$ cat src/rtl/mem_stage_pkg.sv
// Shared types and width constants for the memory stage.
package mem_stage_pkg;

    localparam int unsigned DATA_W = 32;
    localparam int unsigned REG_AW = 4;

    // IDLE also covers the first cycle of every access.
    // WAIT holds the request until MemAck arrives.
    typedef enum logic [0:0] {
        IDLE = 1'b0,
        WAIT = 1'b1
    } mem_state_t;

    typedef struct packed {
        logic              reg_write;
        logic              mem_write;
        logic              mem_to_reg;
        logic              pc_src;
        logic [REG_AW-1:0] wa3;
        logic [DATA_W-1:0] alu_result;
        logic [DATA_W-1:0] write_data;
    } ex_mem_t;

    typedef struct packed {
        logic              reg_write;
        logic              mem_to_reg;
        logic              pc_src;
        logic [REG_AW-1:0] wa3;
        logic [DATA_W-1:0] read_data;
        logic [DATA_W-1:0] alu_out;
    } mem_wb_t;

endpackage

$ cat src/rtl/mem_stage_if.sv
// Data-memory request/acknowledge bus between the memory stage and memory.
interface mem_stage_if
    import mem_stage_pkg::*;
();

    logic              MemReq;
    logic              MemWe;
    logic [DATA_W-1:0] MemAddr;
    logic [DATA_W-1:0] MemWData;
    logic              MemAck;
    logic [DATA_W-1:0] MemRData;

    modport master (
        output MemReq,
        output MemWe,
        output MemAddr,
        output MemWData,
        input  MemAck,
        input  MemRData
    );

    modport slave (
        input  MemReq,
        input  MemWe,
        input  MemAddr,
        input  MemWData,
        output MemAck,
        output MemRData
    );

endinterface

$ cat src/rtl/mem_access_fsm.sv
// Request/acknowledge access FSM for the memory stage.
// Optional watchdog (abort + sticky error) enabled by macro MEM_TIMEOUT_EN.
module mem_access_fsm
    import mem_stage_pkg::*;
#(
    parameter int unsigned TIMEOUT_CYCLES = 16
) (
    input  logic clk,
    input  logic rst,
    input  logic memop,
    input  logic mem_ack,
    output logic mem_req,
`ifdef MEM_TIMEOUT_EN
    output logic abort,
    output logic mem_err,
`endif
    output logic mem_stall
);

    mem_state_t state_q, state_d;

`ifdef MEM_TIMEOUT_EN
    // Last WAIT cycle that still stalls is TIMEOUT_CYCLES-1; together with the
    // initial IDLE cycle that gives TIMEOUT_CYCLES stall cycles before abort.
    localparam logic [7:0] TimeoutLast = 8'(TIMEOUT_CYCLES - 1);

    logic [7:0] cnt_q;
    logic       err_q;
`else
    logic unused_timeout;
    assign unused_timeout = |TIMEOUT_CYCLES;
`endif

    // State register.
    always_ff @(posedge clk) begin
        if (rst) begin
            state_q <= IDLE;
        end else begin
            state_q <= state_d;
        end
    end

    // Next-state and request generation.
    always_comb begin
        state_d = state_q;
        mem_req = 1'b0;
`ifdef MEM_TIMEOUT_EN
        abort   = 1'b0;
`endif
        unique case (state_q)
            IDLE: begin
                mem_req = memop;
                if (memop && !mem_ack) begin
                    state_d = WAIT;
                end
            end
            WAIT: begin
                mem_req = 1'b1;
                if (mem_ack) begin
                    state_d = IDLE;
                end
`ifdef MEM_TIMEOUT_EN
                else if (cnt_q == TimeoutLast) begin
                    // Dropping the request here also releases the stall.
                    mem_req = 1'b0;
                    abort   = 1'b1;
                    state_d = IDLE;
                end
`endif
            end
            default: state_d = IDLE;
        endcase
    end

    assign mem_stall = mem_req & ~mem_ack;

`ifdef MEM_TIMEOUT_EN
    // Wait counter: held at zero outside WAIT, so it starts from zero on entry.
    always_ff @(posedge clk) begin
        if (rst || state_q == IDLE) begin
            cnt_q <= '0;
        end else begin
            cnt_q <= cnt_q + 8'd1;
        end
    end

    // Sticky error flag, cleared only by reset.
    always_ff @(posedge clk) begin
        if (rst) begin
            err_q <= 1'b0;
        end else if (abort) begin
            err_q <= 1'b1;
        end
    end

    assign mem_err = err_q;
`endif

endmodule

$ cat src/rtl/mem_stage.sv
// Memory stage: EX/MEM register, data-memory access and MEM/WB register.
// Optional access watchdog and MemErrM port enabled by macro MEM_TIMEOUT_EN.
module mem_stage
    import mem_stage_pkg::*;
#(
    parameter int unsigned TIMEOUT_CYCLES = 16
) (
    input  logic              CLK,
    input  logic              RESET,
    input  logic              RegWriteE,
    input  logic              MemWriteE,
    input  logic              MemtoRegE,
    input  logic              PCSrcE,
    input  logic [REG_AW-1:0] WA3E,
    input  logic [DATA_W-1:0] ALUResultE,
    input  logic [DATA_W-1:0] WriteDataE,
    mem_stage_if.master       mem,
    output logic              MemStallM,
    output logic [DATA_W-1:0] ALUResultM,
    output logic              RegWriteM,
    output logic [REG_AW-1:0] WA3M,
    output logic              RegWriteW,
    output logic              MemtoRegW,
    output logic              PCSrcW,
    output logic [DATA_W-1:0] ReadDataW,
    output logic [DATA_W-1:0] ALUOutW,
`ifdef MEM_TIMEOUT_EN
    output logic              MemErrM,
`endif
    output logic [REG_AW-1:0] WA3W
);

    ex_mem_t exm_q;
    mem_wb_t mwb_q;
    logic    memop;
    logic    abort;

    assign memop = exm_q.mem_write | exm_q.mem_to_reg;

    mem_access_fsm #(
        .TIMEOUT_CYCLES(TIMEOUT_CYCLES)
    ) u_fsm (
        .clk      (CLK),
        .rst      (RESET),
        .memop    (memop),
        .mem_ack  (mem.MemAck),
        .mem_req  (mem.MemReq),
`ifdef MEM_TIMEOUT_EN
        .abort    (abort),
        .mem_err  (MemErrM),
`endif
        .mem_stall(MemStallM)
    );

`ifndef MEM_TIMEOUT_EN
    assign abort = 1'b0;
`endif

    // EX/MEM register: frozen while an access stalls the pipeline.
    always_ff @(posedge CLK) begin
        if (RESET) begin
            exm_q <= '0;
        end else if (!MemStallM) begin
            // A store never writes the register file, so drop its RegWrite here.
            exm_q.reg_write  <= RegWriteE & ~MemWriteE;
            exm_q.mem_write  <= MemWriteE;
            exm_q.mem_to_reg <= MemtoRegE;
            exm_q.pc_src     <= PCSrcE;
            exm_q.wa3        <= WA3E;
            exm_q.alu_result <= ALUResultE;
            exm_q.write_data <= WriteDataE;
        end
    end

    // MEM/WB register: bubble (control cleared, data held) on stall or abort.
    always_ff @(posedge CLK) begin
        if (RESET) begin
            mwb_q <= '0;
        end else if (MemStallM || abort) begin
            mwb_q.reg_write  <= 1'b0;
            mwb_q.mem_to_reg <= 1'b0;
            mwb_q.pc_src     <= 1'b0;
        end else begin
            mwb_q.reg_write  <= exm_q.reg_write;
            mwb_q.mem_to_reg <= exm_q.mem_to_reg;
            mwb_q.pc_src     <= exm_q.pc_src;
            mwb_q.wa3        <= exm_q.wa3;
            mwb_q.read_data  <= mem.MemRData;
            mwb_q.alu_out    <= exm_q.alu_result;
        end
    end

    assign mem.MemWe    = exm_q.mem_write;
    assign mem.MemAddr  = exm_q.alu_result;
    assign mem.MemWData = exm_q.write_data;

    assign ALUResultM = exm_q.alu_result;
    assign RegWriteM  = exm_q.reg_write;
    assign WA3M       = exm_q.wa3;

    assign RegWriteW  = mwb_q.reg_write;
    assign MemtoRegW  = mwb_q.mem_to_reg;
    assign PCSrcW     = mwb_q.pc_src;
    assign WA3W       = mwb_q.wa3;
    assign ReadDataW  = mwb_q.read_data;
    assign ALUOutW    = mwb_q.alu_out;

endmodule

$ cat src/flat_wrapper.sv
// flat-port wrapper written by rule: the top's interface ports become plain ports
module mem_stage_flat import mem_stage_pkg::*;
#(
    parameter int unsigned TIMEOUT_CYCLES = 16
)
  (CLK, RESET, RegWriteE, MemWriteE, MemtoRegE, PCSrcE, WA3E, ALUResultE, WriteDataE, MemStallM, ALUResultM, RegWriteM, WA3M, RegWriteW, MemtoRegW, PCSrcW, ReadDataW, ALUOutW, WA3W, mem_MemReq, mem_MemWe, mem_MemAddr, mem_MemWData, mem_MemAck, mem_MemRData);
  mem_stage_if mem_i ();
  input  logic CLK;
  input  logic RESET;
  input  logic RegWriteE;
  input  logic MemWriteE;
  input  logic MemtoRegE;
  input  logic PCSrcE;
  input  logic [REG_AW-1:0] WA3E;
  input  logic [DATA_W-1:0] ALUResultE;
  input  logic [DATA_W-1:0] WriteDataE;
  output logic MemStallM;
  output logic [DATA_W-1:0] ALUResultM;
  output logic RegWriteM;
  output logic [REG_AW-1:0] WA3M;
  output logic RegWriteW;
  output logic MemtoRegW;
  output logic PCSrcW;
  output logic [DATA_W-1:0] ReadDataW;
  output logic [DATA_W-1:0] ALUOutW;
  output logic [REG_AW-1:0] WA3W;
  output wire logic [$bits(mem_i.MemReq)-1:0] mem_MemReq;
  output wire logic [$bits(mem_i.MemWe)-1:0] mem_MemWe;
  output wire logic [$bits(mem_i.MemAddr)-1:0] mem_MemAddr;
  output wire logic [$bits(mem_i.MemWData)-1:0] mem_MemWData;
  input wire logic [$bits(mem_i.MemAck)-1:0] mem_MemAck;
  input wire logic [$bits(mem_i.MemRData)-1:0] mem_MemRData;
  assign mem_MemReq = mem_i.MemReq;
  assign mem_MemWe = mem_i.MemWe;
  assign mem_MemAddr = mem_i.MemAddr;
  assign mem_MemWData = mem_i.MemWData;
  assign mem_i.MemAck = mem_MemAck;
  assign mem_i.MemRData = mem_MemRData;
  mem_stage #(.TIMEOUT_CYCLES(TIMEOUT_CYCLES)) u_core (.CLK(CLK), .RESET(RESET), .RegWriteE(RegWriteE), .MemWriteE(MemWriteE), .MemtoRegE(MemtoRegE), .PCSrcE(PCSrcE), .WA3E(WA3E), .ALUResultE(ALUResultE), .WriteDataE(WriteDataE), .mem(mem_i), .MemStallM(MemStallM), .ALUResultM(ALUResultM), .RegWriteM(RegWriteM), .WA3M(WA3M), .RegWriteW(RegWriteW), .MemtoRegW(MemtoRegW), .PCSrcW(PCSrcW), .ReadDataW(ReadDataW), .ALUOutW(ALUOutW), .WA3W(WA3W));
endmodule
$ cat config.mk
export PLATFORM = sky130hd
export DESIGN_NAME = mem_stage_flat
export DESIGN_NICKNAME = d
export VERILOG_FILES = /design/src/rtl/mem_stage_pkg.sv /design/src/rtl/mem_stage_if.sv /design/src/rtl/mem_access_fsm.sv /design/src/rtl/mem_stage.sv /design/src/flat_wrapper.sv
export SDC_FILE = /design/constraint.sdc
export NUM_CORES = 1
export LEC_CHECK = 0
export CAP_MARGIN = 20
export CORE_MARGIN = 2
export CORE_UTILIZATION = 43
export CTS_BUF_LIST = sky130_fd_sc_hd__clkbuf_4 sky130_fd_sc_hd__clkbuf_8
export DETAILED_ROUTE_END_ITERATION = 10
export PLACE_DENSITY = 0.9
export SKIP_CTS_REPAIR_TIMING = 1
export SLEW_MARGIN = 40
export SYNTH_ARGS = -nofsm -noshare
export SYNTH_HDL_FRONTEND = slang
export SYNTH_SLANG_ARGS = --single-unit
$ cat constraint.sdc
create_clock -name CLK -period 2 [get_ports CLK]
set_input_delay 0.6 -clock CLK [delete_from_list [all_inputs] [get_ports CLK]]
set_output_delay 0.6 -clock CLK [all_outputs]
set_load 0.01 [all_outputs]
==> impl_metrics.csv <==
group,metric,value,unit
status,status,"completed",
critical_path,critical_path_arrival,1.35,ns
floorplanning,initial_core_util,0.444,
route,postRouteWirelength,13500,µm
power,powerDensity,858,nW/µm²
placed_design,io_buffers,281,
power,cellInternalPower,5.17,mW
sta,clock_skew,0.00803,ns
clocking,tritoncts,"yes",
yosys,synth_area_leaders,"dfxtp_1, a22o_1, buf_4",
floorplanning,dieArea,12700,µm²
yosys,yosysWarnings,0,
floorplanning,core_area,11500,µm²
power,power.switching,1.69,mW
critical_path,cp-start-kind,"flop",
grt,grt_overflow,0,
finish,syn_to_final_growth,57.0,%
placed_design,dp_hpwl,9760,µm
finish,drive_gt1_frac,0.119,
route,drc,0,
grt,grt_max_degree,62,
sta,hold_viol_final,0,
yosys,yosys.area.top_type,"dfxtp_1",
finish,antenna_cells,0,
route,via_per_inst,5.03,
clocking,cts_buffers,17,
worst_hold_path,hold_depth,1,
grt,grt.total_usage,0.204,
finish,final_util,0.696,
clocking,clk_latency,0.42,ns
critical_path,r2r_cells,7,
finish,nets,724,
grt,antenna_found_initial,0,
grt,grt_pass1_wl,20600,µm
power,seq_power_share,0.475,
critical_path,critPathSlowestCell,"dfxtp_2",
sta,slew_headroom,0.810,
power,p_leak,3.99,nW
clocking,cts.sinks,144,
sta,final_max_slew_viol_count,0,
critical_path,max_stage_delay,0.35,ns
yosys,syn_avg_cell_area,12.0,µm²
yosys,syn_area,5090,µm²
floorplanning,rows,39,
yosys,synth_top_area_frac,0.567,
sta,setup_viol_count_final,0,
critical_path,worst_setup_path_end_kind,"output port",
sta,tightest_slew,0.285,ns
placed_design,gp_congestion,0.771,
clocking,clk_pin_slew_worst_paths,0.07,ns
flow_run,cap_violations,0,
sta,final.min_clock_period,1.95,ns
critical_path,cp_max_fo,3,
clocking,clk_path_buf_depth,2,
floorplanning,die-width,113,µm
sta,fmax,514,MHz
yosys,yosys_register_bits,144,
sta,period_share,0.973,
critical_path,crit_chain,"nor3_4 -> buf_4 -> nor2_1 -> dlymetal6s2s_1",
route,drtIter0Drc,257,
critical_path,worstSetupPathType,"flop to output port",
yosys,synth_fp_nets,531,
yosys,netlist_instances,424,
route,antenna_left,0,
power,vdd_ir_drop_max,0.000601,V
grt,first_global_vias,3935,
route,dr.pass1.iters,4,
floorplanning,fp.dieH,113,µm
clocking,cts-root-buf,"clkbuf_8",
critical_path,required,1.40,ns
floorplanning,pin_count,282,
clocking,cts_max_level,4,
route,vias,3890,
power,combPwrFrac,0.191,
worst_hold_path,hp-class,"flop to flop",
route,wire_per_inst,17.5,µm
yosys,yosysSeqAreaShare,0.567,
power,power_frac_clock,0.334,
sta,whs,0.480,ns
yosys,synthDistinctLibCells,12,
power,sw_frac_of_total,0.246,
[cells by family (layout without fill, tap and decap cells)]
group / Yosys count / count (layout) / share of synthesized area
buffers and inverters: 133 / 339 / 0.182
and+or+nand+nor: 6 / 6 / 0.00836
AOI/OAI and AO/OA: 141 / 141 / 0.243
DFF: 144 / 144 / 0.567
[power groups by stage]
| stage | Combinational [mW] | Clock (mW) | Sequential [mW] |
|---|---|---|---|
| finish | 1.31 | 2.29 | 3.26 |
| global route | 1.38 | 2.46 | 3.28 |
| CTS | 1.33 | 2.35 | 3.25 |
| detailed placement | 1.32 | 0 | 3.31 |
| global placement | 1.29 | 0 | 3.30 |
| floorplan | 0.629 | 0 | 3.32 |
[synthesized netlist by cell type]
library cell and count:
a32o_1 1, buf_2 16, buf_4 108, a21oi_2 1
nor3_2 2, nor2_1 1, inv_1 2, a22o_1 139
dfxtp_1 144, clkbuf_1 6, inv_2 1, and2_1 3
[worst paths after layout]
check | end | from | slack (ns)
max reg2reg | u_core.ReadDataW[18] | u_core.exm_q[69] | 0.46
max | MemStallM | u_core.exm_q[69] | 0.05
min reg2reg | u_core.ALUOutW[21] | u_core.ALUOutW[21] | 0.48
min | u_core.ALUOutW[21] | u_core.ALUOutW[21] | 0.48
[worst max-delay path: cells and delay by family (launching register included)]
kind	cells	cell delay, ns
buffers and inverters	2	0.31
and+or+nand+nor	2	0.26
DFF	1	0.35
[sequential cells by signal, indices dropped and copies added (netlist names), 2 cells and up]
register and count:
u_core.mem.MemWData 32, u_core.WA3W 4, u_core.WA3M 4, u_core.ALUOutW 32, u_core.ALUResultM 32, u_core.ReadDataW 32, u_core.exm_q 2
[layout by cell type, fill, tap and decap left out]
cell type,count
clkinv_2,3
buf_12,5
inv_2,1
clkdlybuf4s50_1,225
dlymetal6s2s_1,56
clkbuf_4,3
and2_1,3
a22o_1,139
buf_4,18
bufinv_16,2
a32o_1,1
nor3_4,2
a21oi_4,1
clkinv_4,2
inv_1,2
nor2_1,1
clkbuf_8,20
dfxtp_2,16
clkinvlp_4,2
dfxtp_1,128
[area by class of cell]
class,instances,area (µm²)
clock buffer,23,298
clock inverter,9,108
fill,775,3480
inverter,3,11.3
multi-input combinational,147,1300
sequential,144,2900
tap,143,179
timing repair buffer,304,3190
[per-stage QoR]
| stage | instance area [µm²] | setup TNS (ns) | total power [mW] | setup WS [ns] | instances |
|---|---|---|---|---|---|
| CTS | 7800 | -1.81 | 6.93 | -0.366 | 771 |
| global route | 7990 | -0.0467 | 7.12 | -0.0436 | 773 |
| finish | 7990 | 0 | 6.85 | 0.0539 | 773 |
| floorplan | 5090 | 0 | 3.95 | 0.464 | 424 |
| detailed placement | 7400 | -3.05 | 4.63 | -0.302 | 739 |
| global placement | 7400 | -0.770 | 4.59 | -0.293 | 739 |
[metal layers]
metal,vias to the layer above,share of wire,GRT usage
met2,196,0.52,0.356
met4,0,0.018,0.0862
met1,1839,0.38,0.221
li1,1833,-,-
met3,22,0.084,0.0777
met5,-,0,0
Note: power is estimated with default switching activity, not from simulation.
